==> src/rtl/flex_key_counter_pkg.sv <==
// Shared types and limits for the flex key-index counter (package key_cnt_pkg).
// The optional load feature is enabled by defining FLEX_KEY_COUNTER_LOAD_EN.
package key_cnt_pkg;

  typedef enum logic [1:0] {KC_IDLE, KC_COUNT, KC_DONE} key_cnt_state_t;

  localparam int KEY_CNT_MAX_BITS = 16;

endpackage

==> src/rtl/flex_key_counter_if.sv <==
// Control/status bundle between the packet controller (master) and the key counter (slave).
// FLEX_KEY_COUNTER_LOAD_EN adds the load/load_val pair.
interface flex_key_counter_if
  import key_cnt_pkg::*;
#(
  parameter int NUM_CNT_BITS = 4
) ();

  // No valid/ready here: clear, count_enable and load are per-cycle strobes sampled on every
  // rising edge, there is no backpressure, and every status output is registered.
  logic                    clear;
  logic                    count_enable;
  logic                    wrap_mode;
  logic [NUM_CNT_BITS-1:0] rollover_val;
`ifdef FLEX_KEY_COUNTER_LOAD_EN
  logic                    load;
  logic [NUM_CNT_BITS-1:0] load_val;
`endif
  logic [NUM_CNT_BITS-1:0] count_out;
  logic                    rollover_flag;
  logic                    wrap_pulse;
  logic                    done;
  key_cnt_state_t          state;

`ifdef FLEX_KEY_COUNTER_LOAD_EN
  modport master (
    output clear, count_enable, wrap_mode, rollover_val, load, load_val,
    input  count_out, rollover_flag, wrap_pulse, done, state
  );
  modport slave (
    input  clear, count_enable, wrap_mode, rollover_val, load, load_val,
    output count_out, rollover_flag, wrap_pulse, done, state
  );
`else
  modport master (
    output clear, count_enable, wrap_mode, rollover_val,
    input  count_out, rollover_flag, wrap_pulse, done, state
  );
  modport slave (
    input  clear, count_enable, wrap_mode, rollover_val,
    output count_out, rollover_flag, wrap_pulse, done, state
  );
`endif

endinterface

==> src/rtl/flex_key_counter.sv <==
// Key-slot counter: steps 0..rollover value, then wraps (cyclic) or parks in DONE (one-shot).
// Define FLEX_KEY_COUNTER_LOAD_EN to add a direct load of the slot index.
module flex_key_counter
  import key_cnt_pkg::*;
#(
  parameter int NUM_CNT_BITS = 4
) (
  input  logic                     clk,
  input  logic                     n_rst,
  flex_key_counter_if.slave        bus
);

  if (NUM_CNT_BITS < 1 || NUM_CNT_BITS > KEY_CNT_MAX_BITS) begin : g_bad_width
    $error("flex_key_counter: NUM_CNT_BITS out of range");
  end

  localparam logic [NUM_CNT_BITS-1:0] CNT_ONE = NUM_CNT_BITS'(1);

  key_cnt_state_t          state_q, state_d;
  logic [NUM_CNT_BITS-1:0] count_q, count_d;
  logic [NUM_CNT_BITS-1:0] rv_q, rv_d;
  logic                    wrap_q, wrap_d;
  logic                    flag_q, flag_d;
  logic                    pulse_q, pulse_d;
  logic                    done_q, done_d;
  logic [NUM_CNT_BITS-1:0] rv_new;
  logic [NUM_CNT_BITS-1:0] count_inc;
`ifdef FLEX_KEY_COUNTER_LOAD_EN
  logic [NUM_CNT_BITS-1:0] rv_eff;
  logic                    wrap_eff;
  logic [NUM_CNT_BITS-1:0] load_cnt;
`endif

  always_ff @(posedge clk or negedge n_rst) begin
    if (!n_rst) begin
      state_q <= KC_IDLE;
      count_q <= '0;
      rv_q    <= '1;
      wrap_q  <= 1'b0;
      flag_q  <= 1'b0;
      pulse_q <= 1'b0;
      done_q  <= 1'b0;
    end else begin
      state_q <= state_d;
      count_q <= count_d;
      rv_q    <= rv_d;
      wrap_q  <= wrap_d;
      flag_q  <= flag_d;
      pulse_q <= pulse_d;
      done_q  <= done_d;
    end
  end

  always_comb begin
    state_d   = state_q;
    count_d   = count_q;
    rv_d      = rv_q;
    wrap_d    = wrap_q;
    flag_d    = flag_q;
    pulse_d   = 1'b0;
    done_d    = done_q;
    // A zero rollover value would give a one-slot schedule; it means "use the full range".
    rv_new    = (bus.rollover_val == '0) ? '1 : bus.rollover_val;
    count_inc = count_q + CNT_ONE;
`ifdef FLEX_KEY_COUNTER_LOAD_EN
    rv_eff    = (state_q == KC_IDLE) ? rv_new : rv_q;
    wrap_eff  = (state_q == KC_IDLE) ? bus.wrap_mode : wrap_q;
    load_cnt  = (bus.load_val > rv_eff) ? rv_eff : bus.load_val;
`endif

    if (bus.clear) begin
      state_d = KC_IDLE;
      count_d = '0;
      flag_d  = 1'b0;
      done_d  = 1'b0;
`ifdef FLEX_KEY_COUNTER_LOAD_EN
    end else if (bus.load) begin
      rv_d    = rv_eff;
      wrap_d  = wrap_eff;
      count_d = load_cnt;
      flag_d  = (load_cnt == rv_eff);
      done_d  = !wrap_eff && (load_cnt == rv_eff);
      state_d = (!wrap_eff && (load_cnt == rv_eff)) ? KC_DONE : KC_COUNT;
`endif
    end else if (bus.count_enable) begin
      unique case (state_q)
        KC_IDLE: begin
          rv_d    = rv_new;
          wrap_d  = bus.wrap_mode;
          count_d = CNT_ONE;
          flag_d  = (rv_new == CNT_ONE);
          done_d  = !bus.wrap_mode && (rv_new == CNT_ONE);
          state_d = (!bus.wrap_mode && (rv_new == CNT_ONE)) ? KC_DONE : KC_COUNT;
        end
        KC_COUNT: begin
          if (count_q != rv_q) begin
            count_d = count_inc;
            flag_d  = (count_inc == rv_q);
            if (!wrap_q && (count_inc == rv_q)) begin
              done_d  = 1'b1;
              state_d = KC_DONE;
            end
          end else if (wrap_q) begin
            count_d = '0;
            flag_d  = 1'b0;
            pulse_d = 1'b1;
          end else begin
            // Only reachable if wrap_mode_q and the count ever disagree; park safely.
            done_d  = 1'b1;
            state_d = KC_DONE;
          end
        end
        KC_DONE: begin
        end
        default: begin
          state_d = KC_IDLE;
          count_d = '0;
          flag_d  = 1'b0;
          done_d  = 1'b0;
        end
      endcase
    end
  end

  assign bus.count_out     = count_q;
  assign bus.rollover_flag = flag_q;
  assign bus.wrap_pulse    = pulse_q;
  assign bus.done          = done_q;
  assign bus.state         = state_q;

endmodule

==> src/flat_wrapper.sv <==
// flat-port wrapper written by rule: the top's interface ports become plain ports
module flex_key_counter_flat import key_cnt_pkg::*;
#(
  parameter int NUM_CNT_BITS = 4
)
  (clk, n_rst, bus_clear, bus_count_enable, bus_wrap_mode, bus_rollover_val, bus_count_out, bus_rollover_flag, bus_wrap_pulse, bus_done, bus_state);
  flex_key_counter_if #(.NUM_CNT_BITS(NUM_CNT_BITS)) bus_i ();
  input  logic clk;
  input  logic n_rst;
  input wire logic [$bits(bus_i.clear)-1:0] bus_clear;
  input wire logic [$bits(bus_i.count_enable)-1:0] bus_count_enable;
  input wire logic [$bits(bus_i.wrap_mode)-1:0] bus_wrap_mode;
  input wire logic [$bits(bus_i.rollover_val)-1:0] bus_rollover_val;
  output wire logic [$bits(bus_i.count_out)-1:0] bus_count_out;
  output wire logic [$bits(bus_i.rollover_flag)-1:0] bus_rollover_flag;
  output wire logic [$bits(bus_i.wrap_pulse)-1:0] bus_wrap_pulse;
  output wire logic [$bits(bus_i.done)-1:0] bus_done;
  output wire logic [$bits(bus_i.state)-1:0] bus_state;
  assign bus_i.clear = bus_clear;
  assign bus_i.count_enable = bus_count_enable;
  assign bus_i.wrap_mode = bus_wrap_mode;
  assign bus_i.rollover_val = bus_rollover_val;
  assign bus_count_out = bus_i.count_out;
  assign bus_rollover_flag = bus_i.rollover_flag;
  assign bus_wrap_pulse = bus_i.wrap_pulse;
  assign bus_done = bus_i.done;
  assign bus_state = bus_i.state;
  flex_key_counter #(.NUM_CNT_BITS(NUM_CNT_BITS)) u_core (.clk(clk), .n_rst(n_rst), .bus(bus_i));
endmodule
==> config.mk <==
export PLATFORM = sky130hd
export DESIGN_NAME = flex_key_counter_flat
export DESIGN_NICKNAME = d
export VERILOG_FILES = /design/src/rtl/flex_key_counter_pkg.sv /design/src/rtl/flex_key_counter_if.sv /design/src/rtl/flex_key_counter.sv /design/src/flat_wrapper.sv
export SDC_FILE = /design/constraint.sdc
export NUM_CORES = 1
export LEC_CHECK = 0
export ABC_CLOCK_PERIOD_IN_PS = 3480
export BUFFER_PORTS_ARGS = -buffer_cell sky130_fd_sc_hd__buf_2
export CORE_AREA = 2 2 54 56
export DETAILED_ROUTE_END_ITERATION = 10
export DIE_AREA = 0 0 56 58
export HOLD_SLACK_MARGIN = 0.15
export PLACE_DENSITY = 0.51
export SYNTH_ARGS = -nofsm -noshare
export SYNTH_HDL_FRONTEND = slang
export SYNTH_SLANG_ARGS = --single-unit
==> constraint.sdc <==
create_clock -name clk -period 3.48 [get_ports clk]
set_input_delay 0.348 -clock clk [delete_from_list [all_inputs] [get_ports clk]]
set_output_delay 0.348 -clock clk [all_outputs]
set_load 0.01 [all_outputs]
==> results of run 1 <==
[cells by family (layout without fill, tap and decap cells)]
| group | after synthesis | after routing |
|---|---|---|
| xor gates and xnor gates | 7 | 7 |
| and+or+nand+nor | 35 | 35 |
| muxes | 1 | 1 |
| buffers and inverters | 7 | 26 |
| adders and majority gates | 1 | 1 |
| AOI/OAI and AO/OA | 21 | 21 |
| DFF | 13 | 13 |
[cell type report]
cell class,count,share of cell area (%)
multi-input cells,65,44.81
repair buffers,18,10.38
well taps,31,4.235
flip-flops and latches,13,36.07
clock buffers,4,2.869
inverters,4,1.639
[critical path: stages (launching register included)]
cell	delay (ns)
dfrtp_1	0.46
ha_1	0.26
xnor3_1	0.37
nand3_1	0.11
o21ai_2	0.17
nand2_1	0.09
mux2_4	0.29
[layer usage]
metal | routed length (um) | track usage (%) | part of all wire [%] | vias to the layer above
li1 | - | - | - | 342
met1 | 837 | 14.29 | 51 | 290
met2 | 705 | 16.13 | 43 | 13
met3 | 70 | 2.232 | 4.3 | 2
met4 | 21 | 8.163 | 1.3 | 0
met5 | 0 | 0 | 0 | -
[cell usage after synthesis]
library cell / number / area (sq um)
a31o_1: 1 / 8.760
nor3_1: 6 / 30.03
and3_1: 1 / 6.260
nand2_1: 8 / 30.03
nor2_1: 11 / 41.29
nor4_1: 1 / 6.260
a21o_1: 1 / 7.510
mux2_4: 1 / 15.01
xnor3_1: 1 / 22.52
nor4b_2: 1 / 15.01
nor4b_1: 1 / 8.760
o21ai_0: 5 / 25.02
a21oi_1: 6 / 30.03
buf_4: 1 / 7.510
a211o_1: 1 / 8.760
dfstp_2: 4 / 105.1
xnor2_1: 2 / 17.52
buf_2: 2 / 10.01
a31oi_1: 2 / 12.51
o21ai_2: 1 / 8.760
ha_1: 1 / 12.51
xor2_1: 4 / 35.03
o41a_1: 1 / 11.26
a22o_1: 1 / 8.760
inv_1: 4 / 15.01
dfrtp_1: 9 / 225.2
o31ai_1: 1 / 7.510
nor3b_1: 1 / 7.510
nand2b_1: 1 / 6.260
o22ai_1: 1 / 6.260
nand3_1: 3 / 15.01
and2_1: 1 / 6.260
[worst min-delay path by stage]
stage | end | cells past startpoint
detailed placement | u_core.wrap_q$_DFFE_PN0P_ | 1
global route | u_core.wrap_q$_DFFE_PN0P_ | 3
finish | u_core.wrap_q$_DFFE_PN0P_ | 3
global placement | u_core.wrap_q$_DFFE_PN0P_ | 1
CTS | u_core.wrap_q$_DFFE_PN0P_ | 3
floorplan | u_core.bus.count_out[0]$_DFFE_PN0P_ | 0
[per-stage QoR]
stage	instance area [sq um]	std cells	util, %	total power [W]	hold WS, ns
6_report	915.9	135	34.40	0.0006453	0.2964
3_3_place_gp	879.6	130	33.04	0.0005509	0.2530
5_1_grt	915.9	135	34.40	0.0007042	0.2987
4_1_cts	915.9	135	34.40	0.0006518	0.2853
3_5_place_dp	879.6	130	33.04	0.0005516	0.2574
2_1_floorplan	773.2	85	-	0.0004825	0.05241
[sequential cells by signal (all words and copies together), names as in the netlist]
name                      cells
u_core.bus.count_out          4
u_core.rv_q                   4
u_core.bus.state              2
u_core.bus.rollover_flag      1
u_core.bus.wrap_pulse         1
u_core.wrap_q                 1
[report_power, final]
part / leakage, nW / switching (W) / internal (W) / total (W)
Combinational: 0.245 / 0.000144 / 0.000125 / 0.000269
Clock: 0.0150 / 0.0000516 / 0.0000445 / 0.0000961
Sequential: 0.161 / 0.0000648 / 0.000215 / 0.000280
[cell usage in the layout, fill, tap and decap left out, drive strengths merged, types with 2 or more instances in the layout]
cell type | synthesis | final
a21oi | 6 | 6
a31oi | 2 | 2
buf | 3 | 17
clkbuf | 0 | 4
dfrtp | 9 | 9
dfstp | 4 | 4
inv | 4 | 4
nand2 | 8 | 8
nand3 | 3 | 3
nor2 | 11 | 11
nor3 | 6 | 6
nor4b | 2 | 2
o21ai | 6 | 6
xnor2 | 2 | 2
xor2 | 4 | 4
==> results.cfg, run 1 <==
[critical_path]
reg2reg_depth = 6
worst-path-max-fanout = 6
startpoint_type = flip-flop
reg2reg_from = u_core.bus.count_out[0]$_DFFE_PN0P_
timing.critical_path.to = u_core.bus.state[1]$_DFFE_PN0P_
cp.required_ns = 3.65
startpoint = u_core.bus.count_out[0]$_DFFE_PN0P_
timing.rr.end = u_core.bus.state[1]$_DFFE_PN0P_
cp-end-kind = flip-flop
crit_arrival_ns = 2.04
path_class = reg -> reg
reg2reg_slack_ns = 1.61

[floorplanning]
die_h_um = 58
io_pins = 18
die_area_sq_mm = 0.003248
core_sq_mm = 0.002663
fp.dieW_um = 56
initial_core_util_pct = 29.04
rows = 19

[clock_network]
clock_latency_ns = 0.28
cts.sinks = 13
root_buffer = clkbuf_4
max-clock-path-buffers = 2
ctsHoldBuffers = 1
cts_made_buffers = 3
cts.repair.resized = 0
cts_tree = yes
post_cts_buffers = 0
clkTransAtPathRegs_ns = 0.08
h-tree-depth = 1

[cells_and_area]
antennaDiodeCount = 0
multi_input_area_sq_um = 410.4
drive_gt1_share_pct = 25.96
ff_latch_area_sq_um = 330.3
finalNetCount = 115
syn_to_final_growth_pct = 18.45
n_fill_cell = 300

[logic_synthesis]
syn_nets = 95
ys_warn_count = 0
synthesis.instances = 85
yosys.area_share.adder_pct = 1.618
synth_area_sq_um = 773.2
synth-simple-area-share_pct = 22.33
ys_types = 32
syn_area_per_cell_sq_um = 9.097
ys_ff_latch = 13
synth-seq-area-share_pct = 42.72
synth_xor_area_share_pct = 9.709
synthMuxAreaShare_pct = 1.942
synth_compound_area_share_pct = 17.48
synth_top_family_by_area = simple AND/OR/NAND/NOR gates

[global_routing]
track_usage_pct = 10.97
grt_pass1_wl_mm = 2.697
grt_max_degree = 14
grt.overflow.total = 0
antenna_found_initial = 0
grt_pass1_vias = 584

[placement]
hpwl_mm = 1.254
gp_congestion = 0.7648
port_buffers = 17
pre_cts_ws_ns = 1.607

[sta]
drv_slew = 0
final-setup-viol-count = 0
final.setup_skew_ns = 0.004796
period_needed_ns = 1.872
fin_ws_ns = 1.608
rsz0062_at_grt = false
hold_viol = 0
slew_headroom_pct = 46.52
worst_slew_pin_slew_ns = 0.8001
finalCritPeriodShare_pct = 53.79
fmaxAchievable_ghz = 0.5342
fin_setup_tns_ns = 0

[detailed_routing]
dr.pass1.iters = 5
drt-total-wl_mm = 1.635
drtIter0Drc = 13
ant_nets = 0
drc = 0
wl_per_cell_um = 12.11
vias = 647
viasPerCell = 4.793

[min_path]
hold_start = bus_wrap_mode
hold_path_class = in -> reg

[run_status]
outcome = finished clean

[pwr]
p_per_area_mw_per_mm2 = 704.5
p_leak_nw = 0.4217
ir_drop_v = 0.0003533

[flow_run]
maxCapViolCount = 0
(Power assumes the default switching activity.)
==> inputs of run 2 (changes only) <==
- ABC_AREA: default -> 1
- ABC_CLOCK_PERIOD_IN_PS: 3480 -> 1900
- CORE_AREA: 2 2 54 56 -> 2 2 57 59
- DIE_AREA: 0 0 56 58 -> 0 0 59 61
- PLACE_DENSITY: 0.51 -> 0.5
- clock period: 3.48 -> 1.9 ns (I/O delays scaled with it)
==> results.cfg, run 2 <==
[run_status]
outcome = finished clean

[detailed_routing]
wl_per_cell_um = 10.76
vias = 869
drtIter0Drc = 30
ant_nets = 0
drc = 0
dr.pass1.iters = 5
drt-total-wl_mm = 1.948
viasPerCell = 4.801

[clock_network]
root_buffer = clkbuf_4
clock_latency_ns = 0.29
clkTransAtPathRegs_ns = 0.09
h-tree-depth = 1
max-clock-path-buffers = 2
cts_made_buffers = 3
cts.sinks = 13
cts_tree = yes

[critical_path]
crit_family = simple AND/OR/NAND/NOR gates
startpoint_type = flip-flop
worst-path-max-fanout = 6
reg2reg_slack_ns = 0.32
cp_cell_sequence = ha_1, xnor2_1, nand2_1, nor2_1, nand2_1, nand2_1, nand2_1, nand2_1, nand2_1
path_class = reg -> reg
cp.required_ns = 2.08
crit_arrival_ns = 1.76
critical_path.most_common_cell = nand2_1
cp_slowest_cell = dfrtp_1
cp-end-kind = flip-flop
max_stage_delay_ns = 0.44
worst-path-buf-inv = 0

[logic_synthesis]
synth_compound_area_share_pct = 10.63
ys_async_sr_fraction_pct = 100.0
yosysMostFrequentCell = nand2_1
synthDominantCellAreaShare_pct = 26.20
yosysTopAreaCell = dfrtp_1
synth_edf_count = 0
ys_warn_count = 0
synth-simple-area-share_pct = 39.74
synth_top_family_by_area = simple AND/OR/NAND/NOR gates
ys_types = 20
syn_area_per_cell_sq_um = 6.768
synthesis.instances = 127
synth_xor_area_share_pct = 1.019
synthMuxAreaShare_pct = 0
yosys.area_share.adder_pct = 1.456
synth.area.top_cells = dfrtp_1 (26%), nand2_1 (20%), dfstp_2 (12%)
ys_top_cells_by_count = nand2_1 (46), inv_1 (15), nand3_1 (11), a21oi_1 (9), dfrtp_1 (9)
synth-main-ff-cell = dfrtp_1
ys_ff_latch = 13
synth_area_sq_um = 859.6
syn_nets = 137
synth-seq-area-share_pct = 38.43

[sta]
fmaxAchievable_ghz = 0.6327
final.setup_skew_ns = 0.005169
rsz0062_at_grt = false
worst_slew_pin_slew_ns = 0.3315
drv_slew = 0
finalCritPeriodShare_pct = 83.19
hold_viol = 0
slew_headroom_pct = 77.78
period_needed_ns = 1.581
final-setup-viol-count = 0
fin_setup_tns_ns = 0

[placement]
port_buffers = 17
gp_congestion = 0.8329
hpwl_mm = 1.579
dpl-instance-area_sq_um = 978.4

[global_routing]
grt_max_degree = 14
grt_pass1_wl_mm = 3.422
antenna_found_initial = 0
grt.overflow.total = 0
track_usage_pct = 12.99
grt_pass1_vias = 781

[cells_and_area]
syn_to_final_growth_pct = 18.19
n_fill_cell = 334
final_common_cell = nand2_1
drive_gt1_share_pct = 26.35
finalNetCount = 159
final_area_sq_mm = 0.001016
final_cell_mix = nand2_1 (46), buf_2 (17), inv_1 (15)
antennaDiodeCount = 0

[min_path]
hold_path_class = in -> reg

[pwr]
ir_drop_v = 0.0004309
p_leak_nw = 0.5553
p_per_area_mw_per_mm2 = 1153

[flow_run]
maxCapViolCount = 0

[floorplanning]
initial_core_util_pct = 29.11
core_sq_mm = 0.002953
die_h_um = 61
io_pins = 18
die_area_sq_mm = 0.003599
fp.dieW_um = 59
rows = 20
[run 2: cell types whose count changed after synthesis, sizes merged, moves of 2 or more]
| cell | delta |
|---|---|
| a21oi | +4 |
| a31oi | -2 |
| buf | -2 |
| inv | +14 |
| nand2 | +40 |
| nand3 | +9 |
| nand4 | +2 |
| nor2 | +2 |
| nor3 | -5 |
| nor4b | -2 |
| xor2 | -4 |
[run 2: layout make-up]
| class | count | area (sq um) | area share (%) |
|---|---|---|---|
| Multi-Input combinational cell | 95 | 454.2 | 44.70 |
| Sequential cell | 13 | 330.3 | 32.51 |
| Timing Repair Buffer | 18 | 95.09 | 9.360 |
| Inverter | 18 | 67.56 | 6.650 |
| Tap cell | 33 | 41.29 | 4.064 |
| Clock buffer | 3 | 22.52 | 2.217 |
| Clock inverter | 1 | 5.005 | 0.4926 |
[run 2: metal layers]
layer | global-route usage (%) | vias to the layer above | part of all wire, %
li1 | - | 448 | -
met1 | 16.21 | 397 | 46
met2 | 22.22 | 19 | 49
met3 | 2.559 | 5 | 3.9
met4 | 4.870 | 0 | 1.6
met5 | 0 | - | 0
[run 2: repair_timing]
item                      4_1_cts  5_1_grt
hold endpoints to repair       13        0
hold buffers                    1        0
setup buffers                   0        0
resized for setup               0        0
[run 2: logic make-up after synthesis]
kind of cell | after synthesis
AOI/OAI and AO/OA | 17
adders and majority gates | 1
DFF | 13
xor gates and xnor gates | 1
and+or+nand+nor | 76
buffers and inverters | 19
[run 2: tightest hold or removal path, cell delays in order]
cell and delay (ns):
buf_2 0.09, inv_1 0.06, a21oi_1 0.06
[run 2: final timing paths]
check,cells after the start,start,to
setup reg to reg,9,u_core.bus.count_out[0]$_DFFE_PN0P_,u_core.bus.state[1]$_DFFE_PN0P_
setup / recovery,9,u_core.bus.count_out[0]$_DFFE_PN0P_,u_core.bus.state[1]$_DFFE_PN0P_
hold reg to reg,2,u_core.bus.rollover_flag$_DFFE_PN0P_,u_core.bus.rollover_flag$_DFFE_PN0P_
max in group asynchronous,2,n_rst,u_core.rv_q[0]$_DFFE_PN1P_
min in group asynchronous,2,n_rst,u_core.bus.count_out[1]$_DFFE_PN0P_
hold / removal,3,bus_wrap_mode,u_core.wrap_q$_DFFE_PN0P_
[run 2: where the power goes]
| part | internal [W] | switching, W | leakage [nW] | total, W |
|---|---|---|---|---|
| logic | 0.000189 | 0.000308 | 0.376 | 0.000497 |
| clock network | 0.0000782 | 0.000106 | 0.0177 | 0.000184 |
| registers | 0.000387 | 0.000103 | 0.161 | 0.000490 |
[run 2: stage by stage]
step | cells | utilization, % | power (W) | hold WS [ns] | worst slack [ns]
2_1_floorplan | 127 | - | 0.0008555 | -0.1056 | 0.4053
3_3_place_gp | 176 | 33.14 | 0.0009912 | 0.1069 | 0.3714
3_5_place_dp | 176 | 33.14 | 0.0009960 | 0.1090 | 0.3254
4_1_cts | 181 | 34.41 | 0.001189 | 0.1504 | 0.2975
5_1_grt | 181 | 34.41 | 0.001302 | 0.1713 | 0.1145
6_report | 181 | 34.41 | 0.001171 | 0.1487 | 0.3195
